File: config.mk
export PLATFORM = sky130hd
export DESIGN_NAME = pad_ring_ctrl
export DESIGN_NICKNAME = d
export VERILOG_FILES = /design/src/rtl/pad_ring_ctrl.sv
export SDC_FILE = /design/constraint.sdc
export NUM_CORES = 1
export LEC_CHECK = 0
export ABC_AREA = 1
export BUFFER_PORTS_ARGS = -buffer_cell sky130_fd_sc_hd__buf_2
export CORE_MARGIN = 4
export CORE_UTILIZATION = 35
export DETAILED_ROUTE_END_ITERATION = 8
export PLACE_DENSITY = 0.7
export SKIP_LAST_GASP = 1
export SYNTH_ARGS = -nofsm -noshare
export SYNTH_HDL_FRONTEND = slang
export SYNTH_SLANG_ARGS = --single-unit
File: constraint.sdc
create_clock -name clk -period 1.7 [get_ports clk]
set_clock_uncertainty 0.05 [all_clocks]
set_input_delay 0.51 -clock clk [delete_from_list [all_inputs] [get_ports clk]]
set_output_delay 0.51 -clock clk [all_outputs]
set_load 0.005 [all_outputs]
File: src/rtl/pad_ring_ctrl.sv
// Pad-ring controller: per-pad input sync, glitch filter, edge pulses,
// and a power-on sequencer that holds every pad high-Z after reset.
module pad_ring_ctrl #(
  parameter int NUM_PADS       = 32,
  parameter int SYNC_STAGES    = 2,
  parameter int FILT_W         = 4,
  parameter int RELEASE_CYCLES = 16
) (
  input  logic                clk,
  input  logic                rst_n,
  input  logic [NUM_PADS-1:0] pad_in_i,
  output logic [NUM_PADS-1:0] pad_in_o,
  output logic [NUM_PADS-1:0] rise_o,
  output logic [NUM_PADS-1:0] fall_o,
  input  logic [NUM_PADS-1:0] core_out_i,
  input  logic [NUM_PADS-1:0] core_dir_i,
  output logic [NUM_PADS-1:0] pad_out_o,
  output logic [NUM_PADS-1:0] pad_oen_o,
  input  logic [NUM_PADS-1:0] filt_en_i,
  input  logic [FILT_W-1:0]   filt_len_i,
  output logic [NUM_PADS-1:0] pad_tie0_o,
  output logic [NUM_PADS-1:0] pad_tie1_o,
  output logic                release_done_o
);

  localparam int RCW =
    (RELEASE_CYCLES > 1) ? $clog2(RELEASE_CYCLES) : 1;
  localparam int RC_LAST_I =
    (RELEASE_CYCLES > 0) ? RELEASE_CYCLES - 1 : 0;
  localparam logic [RCW-1:0] RC_LAST = RCW'(RC_LAST_I);
  localparam logic [FILT_W:0] ONE = (FILT_W+1)'(1);

  typedef enum logic {HOLD, RELEASED} state_e;

  state_e              state_q, state_d;
  logic [RCW-1:0]      rcnt_q;
  logic [NUM_PADS-1:0] oen_q, oen_d;
  logic [NUM_PADS-1:0] out_q, out_d;

  logic [NUM_PADS-1:0] sync_q [SYNC_STAGES];
  logic [NUM_PADS-1:0] s;
  logic [NUM_PADS-1:0] stable_q, stable_d, stable_dly_q;
  logic [FILT_W-1:0]   cnt_q [NUM_PADS];
  logic [FILT_W-1:0]   cnt_d [NUM_PADS];
  logic                filt_on;

  always_ff @(posedge clk or negedge rst_n) begin
    if (!rst_n) begin
      state_q <= HOLD;
      rcnt_q  <= '0;
      oen_q   <= '1;
      out_q   <= '0;
    end else begin
      state_q <= state_d;
      oen_q   <= oen_d;
      out_q   <= out_d;
      if (state_q == HOLD)
        rcnt_q <= rcnt_q + 1'b1;
    end
  end

  always_comb begin
    state_d = state_q;
    unique case (1'b1)
      (state_q == HOLD): begin
        if (RELEASE_CYCLES == 0 || rcnt_q == RC_LAST)
          state_d = RELEASED;
      end
      default: state_d = RELEASED;
    endcase
  end

  // Outputs are loaded with the next state so release and the
  // first core sample land on the same edge.
  always_comb begin
    oen_d = '1;
    out_d = '0;
    if (state_d == RELEASED) begin
      oen_d = ~core_dir_i;
      out_d = core_out_i;
    end
  end

  always_ff @(posedge clk or negedge rst_n) begin
    if (!rst_n) begin
      for (int i = 0; i < SYNC_STAGES; i++)
        sync_q[i] <= '0;
    end else begin
      sync_q[0] <= pad_in_i;
      for (int i = 1; i < SYNC_STAGES; i++)
        sync_q[i] <= sync_q[i-1];
    end
  end

  assign s       = sync_q[SYNC_STAGES-1];
  assign filt_on = (filt_len_i != '0);

  always_comb begin
    stable_d = stable_q;
    for (int k = 0; k < NUM_PADS; k++) begin
      cnt_d[k] = cnt_q[k];
      if (!(filt_en_i[k] && filt_on)) begin
        stable_d[k] = s[k];
        cnt_d[k]    = '0;
      end else if (s[k] == stable_q[k]) begin
        cnt_d[k] = '0;
      end else if (({1'b0, cnt_q[k]} + ONE) >= {1'b0, filt_len_i}) begin
        stable_d[k] = s[k];
        cnt_d[k]    = '0;
      end else begin
        cnt_d[k] = cnt_q[k] + 1'b1;
      end
    end
  end

  always_ff @(posedge clk or negedge rst_n) begin
    if (!rst_n) begin
      stable_q     <= '0;
      stable_dly_q <= '0;
      for (int k = 0; k < NUM_PADS; k++)
        cnt_q[k] <= '0;
    end else begin
      stable_q     <= stable_d;
      stable_dly_q <= stable_q;
      for (int k = 0; k < NUM_PADS; k++)
        cnt_q[k] <= cnt_d[k];
    end
  end

  assign release_done_o = (state_q == RELEASED);
  assign pad_in_o       = stable_q;
  assign rise_o = stable_q & ~stable_dly_q & {NUM_PADS{release_done_o}};
  assign fall_o = ~stable_q & stable_dly_q & {NUM_PADS{release_done_o}};
  assign pad_oen_o      = oen_q;
  assign pad_out_o      = out_q;
  assign pad_tie0_o     = '0;
  assign pad_tie1_o     = '1;

endmodule

==> tab_implementation.tex <==
\begin{tabular}{lr}
\hline
Metric & Value \\
\hline
\multicolumn{2}{l}{\textbf{STA}} \\
\quad Number of pins with negative max-slew slack in the final report & 0 \\
\quad Post-layout minimum cycle time & 2.10 ns \\
\quad Final worst-path setup slack & -0.404 ns \\
\quad Setup repair after global routing missed its margin & yes \\
\quad Fmax achieved & 475 MHz \\
\quad Setup\_tns & -22.36 ns \\
\quad Setup-failing EPs final & 100 \\
\quad Worst Hold Margin & 0.0364 ns \\
\quad Final cycle utilization of the critical path & 124\% \\
\quad Final hold viol count & 0 \\
\multicolumn{2}{l}{\textbf{Drt}} \\
\quad Number of remaining DRC errors & 0 \\
\quad Final antenna-violating net count & 0 \\
\quad Routed vias/inst & 4.42 \\
\quad Total number of vias & between 10000 and 15000 \\
\quad 1st-iter DRT viols & 543 \\
\quad Detailed-routing iteration count for the pre-antenna-repair pass & 4 \\
\quad Aggregate routed wire length & 40.7 mm \\
\quad Routed WL per cell & 14.1 um \\
\multicolumn{2}{l}{\textbf{Power and ir drop}} \\
\quad Combinational cell fraction of total power & 19.1\% \\
\quad Internal power component & about 0.015 W \\
\quad Net load switching power & 0.00576 W \\
\quad Switching Share & 27.5\% \\
\quad Peak VDD IR & 0.751 mV \\
\quad Total power divided by cell area & 930 nW/um2 \\
\quad Relative contribution of the clock network to total power & 39.0\% \\
\quad LEAKAGE & 11.7 nW \\
\quad Seq pwr share & approximately two fifths \\
\multicolumn{2}{l}{\textbf{Clock network}} \\
\quad \# H-tree levels & 2 \\
\quad Clock Sink Count & 325 \\
\quad Inserted Clock Buffers & 38 \\
\quad Clk Tree Root Cell & clkbuf\_16 \\
\quad CTS Buffer Depth & 3 \\
\quad Clock tree from TritonCTS & done \\
\quad CTS clk-pin slew, worst paths & 0.06 ns \\
\quad Insertion delay to the later sink of the worst-skew pair & 0.53 ns \\
\multicolumn{2}{l}{\textbf{Global routing}} \\
\quad Aggregate global-route resource usage & 15.2\% \\
\quad Number of global-route vias before repair & $\sim$13000 \\
\quad First-pass GRT wire length & 62.3 mm \\
\quad Largest net degree at the start of global routing & 70 \\
\quad Global route total overflow & 0 \\
\quad Initial antenna violation count & 3 \\
\multicolumn{2}{l}{\textbf{Setup path}} \\
\quad Arrival time of data at the critical path endpoint & 1.54 ns \\
\quad Delay contributed by the slowest stage of the critical path & 0.43 ns \\
\quad Buf/Inv on CP & 3 \\
\quad Highest net fanout along the worst path & 13 \\
\quad Capturing element type of the critical path & output pin \\
\quad Register-to-register setup slack & -0.03 ns \\
\quad Ordered list of cells on the worst path & buf\_4 -> clkbuf\_16 -> nand2\_1 -> nor2\_1 -> buf\_2 \\
\quad Cell type of the slowest stage on the worst timing path & dfrtp\_2 \\
\quad Element type at the critical path start & register \\
\quad Req. time, crit path & 1.14 ns \\
\quad Category of cells accounting for the largest share of critical-path delay & buffers and inverters \\
\quad Worst setup path class & register to output pin \\
\multicolumn{2}{l}{\textbf{Final layout}} \\
\quad Layout cells sized above 1 & a little over a third \\
\quad Final \#Nets & 2557 \\
\quad Util after Layout & 49.5\% \\
\quad Number of non-filler instances in the completed layout & 2889 \\
\quad Area added between synthesis and finish & 39.1\% \\
\multicolumn{2}{l}{\textbf{Logic synthesis}} \\
\quad Synthesized cell area & about 16000 um2 \\
\quad Synth warnings & 0 \\
\quad Post-Syn Instances & approximately 1800 \\
\quad Number of synthesized register bits & about 330 \\
\quad Distinct cell type count of the synthesized netlist & 22 \\
\quad Mean instance size in the synthesized netlist & 9.08 um2 \\
\quad Post-synthesis sequential area ratio & 50.5\% \\
\multicolumn{2}{l}{\textbf{Place}} \\
\quad Final weighted congestion in routability-driven placement & 0.902 \\
\quad HPWL after detailed placement & 28.6 mm \\
\quad Total instance count after detailed placement & 2729 \\
\quad Number of input and output port buffers inserted & 294 \\
\quad Pre-CTS setup slack & -0.335 ns \\
\multicolumn{2}{l}{\textbf{Die}} \\
\quad Number of top-level pins & 359 \\
\quad Total core area & about 46000 um2 \\
\quad Die Outline Area & approximately 50000 um2 \\
\quad Number of cell rows & just under 80 \\
\quad Effective utilization at floorplan & between 30\% and 40\% \\
\quad Die Span Y & 223 um \\
\quad Horizontal die dimension & $\sim$220 um \\
\multicolumn{2}{l}{\textbf{Run}} \\
\quad Max-cap violation count & 0 \\
\multicolumn{2}{l}{\textbf{Status}} \\
\quad Failing checks & negative setup slack \\
\quad Outcome & finished, violations left \\
\multicolumn{2}{l}{\textbf{Hold path}} \\
\quad Worst min path class & primary input to register \\
\hline
\end{tabular}
[final cells by class]
class	count	area (um2)
antenna	1	2.50
clock buffer	52	1060
clock inverter	14	189
fill	4049	23000
inverter	216	822
multi-input combinational	1225	8220
sequential	325	8220
tap	600	751
timing repair buffer	456	3270
[state kept, by name (all words and copies together) (netlist names)]
signal	flops
stable_dly_q	32
pad_oen_o	32
pad_in_o	32
pad_out_o	32
rcnt_q	4
sync_q	32
cnt_q	128
s	32
release_done_o	1
[worst reg2reg max path, cell delays in order (launching register included)]
cell,delay [ns]
dfrtp_1,0.43
buf_6,0.14
nand3_4,0.08
xor2_2,0.20
ha_2,0.16
nand3b_1,0.16
nor2_2,0.16
nand2_2,0.11
nand2_1,0.08
nand2_1,0.05
[worst paths after layout]
check / from / endpoint / depth (start not counted)
setup / recovery: release_done_o / rise_o[30] / 5
hold / removal: pad_in_i[4] / sync_q[36] / 1
setup reg to reg: cnt_q[92] / pad_in_o[8] / 9
hold reg to reg: sync_q[45] / s[13] / 0
max in group asynchronous: rst_n / cnt_q[88] / 4
min in group asynchronous: rst_n / cnt_q[9] / 2
[through the flow]
stage / instance area, um2 / total power [W]
after floorplan: 16400 / 0.0106
after global placement: 18800 / 0.0119
after detailed placement: 18800 / 0.0120
after CTS: 20700 / 0.0206
after global routing: 22500 / 0.0222
final: 22500 / 0.0210
[layer usage]
metal	wire length [um]	up-vias	share of wire (%)	global-route usage [%]
met5	0	-	0	0
met2	21300	324	52	27.8
met3	2670	68	6.6	4.34
met4	1070	0	2.6	4.67
met1	15600	6094	38	17.0
li1	-	6269	-	-
[placed cells by master (no fill, tap or decap), types with 19 or more instances in the layout]
| cell type | count |
|---|---|
| buf_4 | 109 |
| conb_1 | 64 |
| dfstp_2 | 32 |
| ha_1 | 111 |
| xor2_1 | 54 |
| buf_6 | 53 |
| ha_4 | 35 |
| nand2_1 | 443 |
| dlygate4sd3_1 | 20 |
| nand3_1 | 56 |
| nand2_2 | 50 |
| nand3b_1 | 23 |
| nor2_2 | 49 |
| dfrtp_2 | 37 |
| dfrtp_1 | 256 |
| clkbuf_16 | 40 |
| nor2_1 | 225 |
| buf_2 | 255 |
| inv_1 | 211 |
| xor2_2 | 43 |
| nand3_4 | 19 |
[power groups by stage]
stage | Sequential, W | Combinational (W) | Clock, W
after floorplan | 0.00878 | 0.00183 | 0
after global placement | 0.00881 | 0.00309 | 0
after detailed placement | 0.00884 | 0.00321 | 0
after CTS | 0.00868 | 0.00349 | 0.00844
after global routing | 0.00884 | 0.00457 | 0.00880
final | 0.00878 | 0.00400 | 0.00818
[logic make-up (layout without fill, tap and decap cells)]
logic type	Yosys count	after routing	share of synthesized area (%)
simple gates	901	901	23.1
flops	325	325	50.5
buf+inv	296	738	8.57
fa+ha+maj	161	161	12.4
xor+xnor	99	99	5.35
other cells	2	65	0.0464
[synthesized netlist by cell type, drive strengths merged]
library cell    n  share of area [%]
nor2          280                6.6
inv           216                5.0
clkbuf          2              0.046
dfrtp         293                 45
ha            161                 12
nand2         504                 12
nand3          84                2.8
nand3b         23                1.1
nand4           1              0.039
dfstp          32                5.2
buf            78                3.5
conb            2              0.046
and3            9               0.58
xnor2           2               0.11
xor2           97                5.2
[what timing repair did]
action	CTS	global route
hold buffers	19	1
resized for setup	50	283
cloned	0	1
hold endpoints to repair	77	1
pin swaps	11	131
buffers inserted	31	41
setup endpoints to repair	155	271
(Power assumes the default switching activity.)
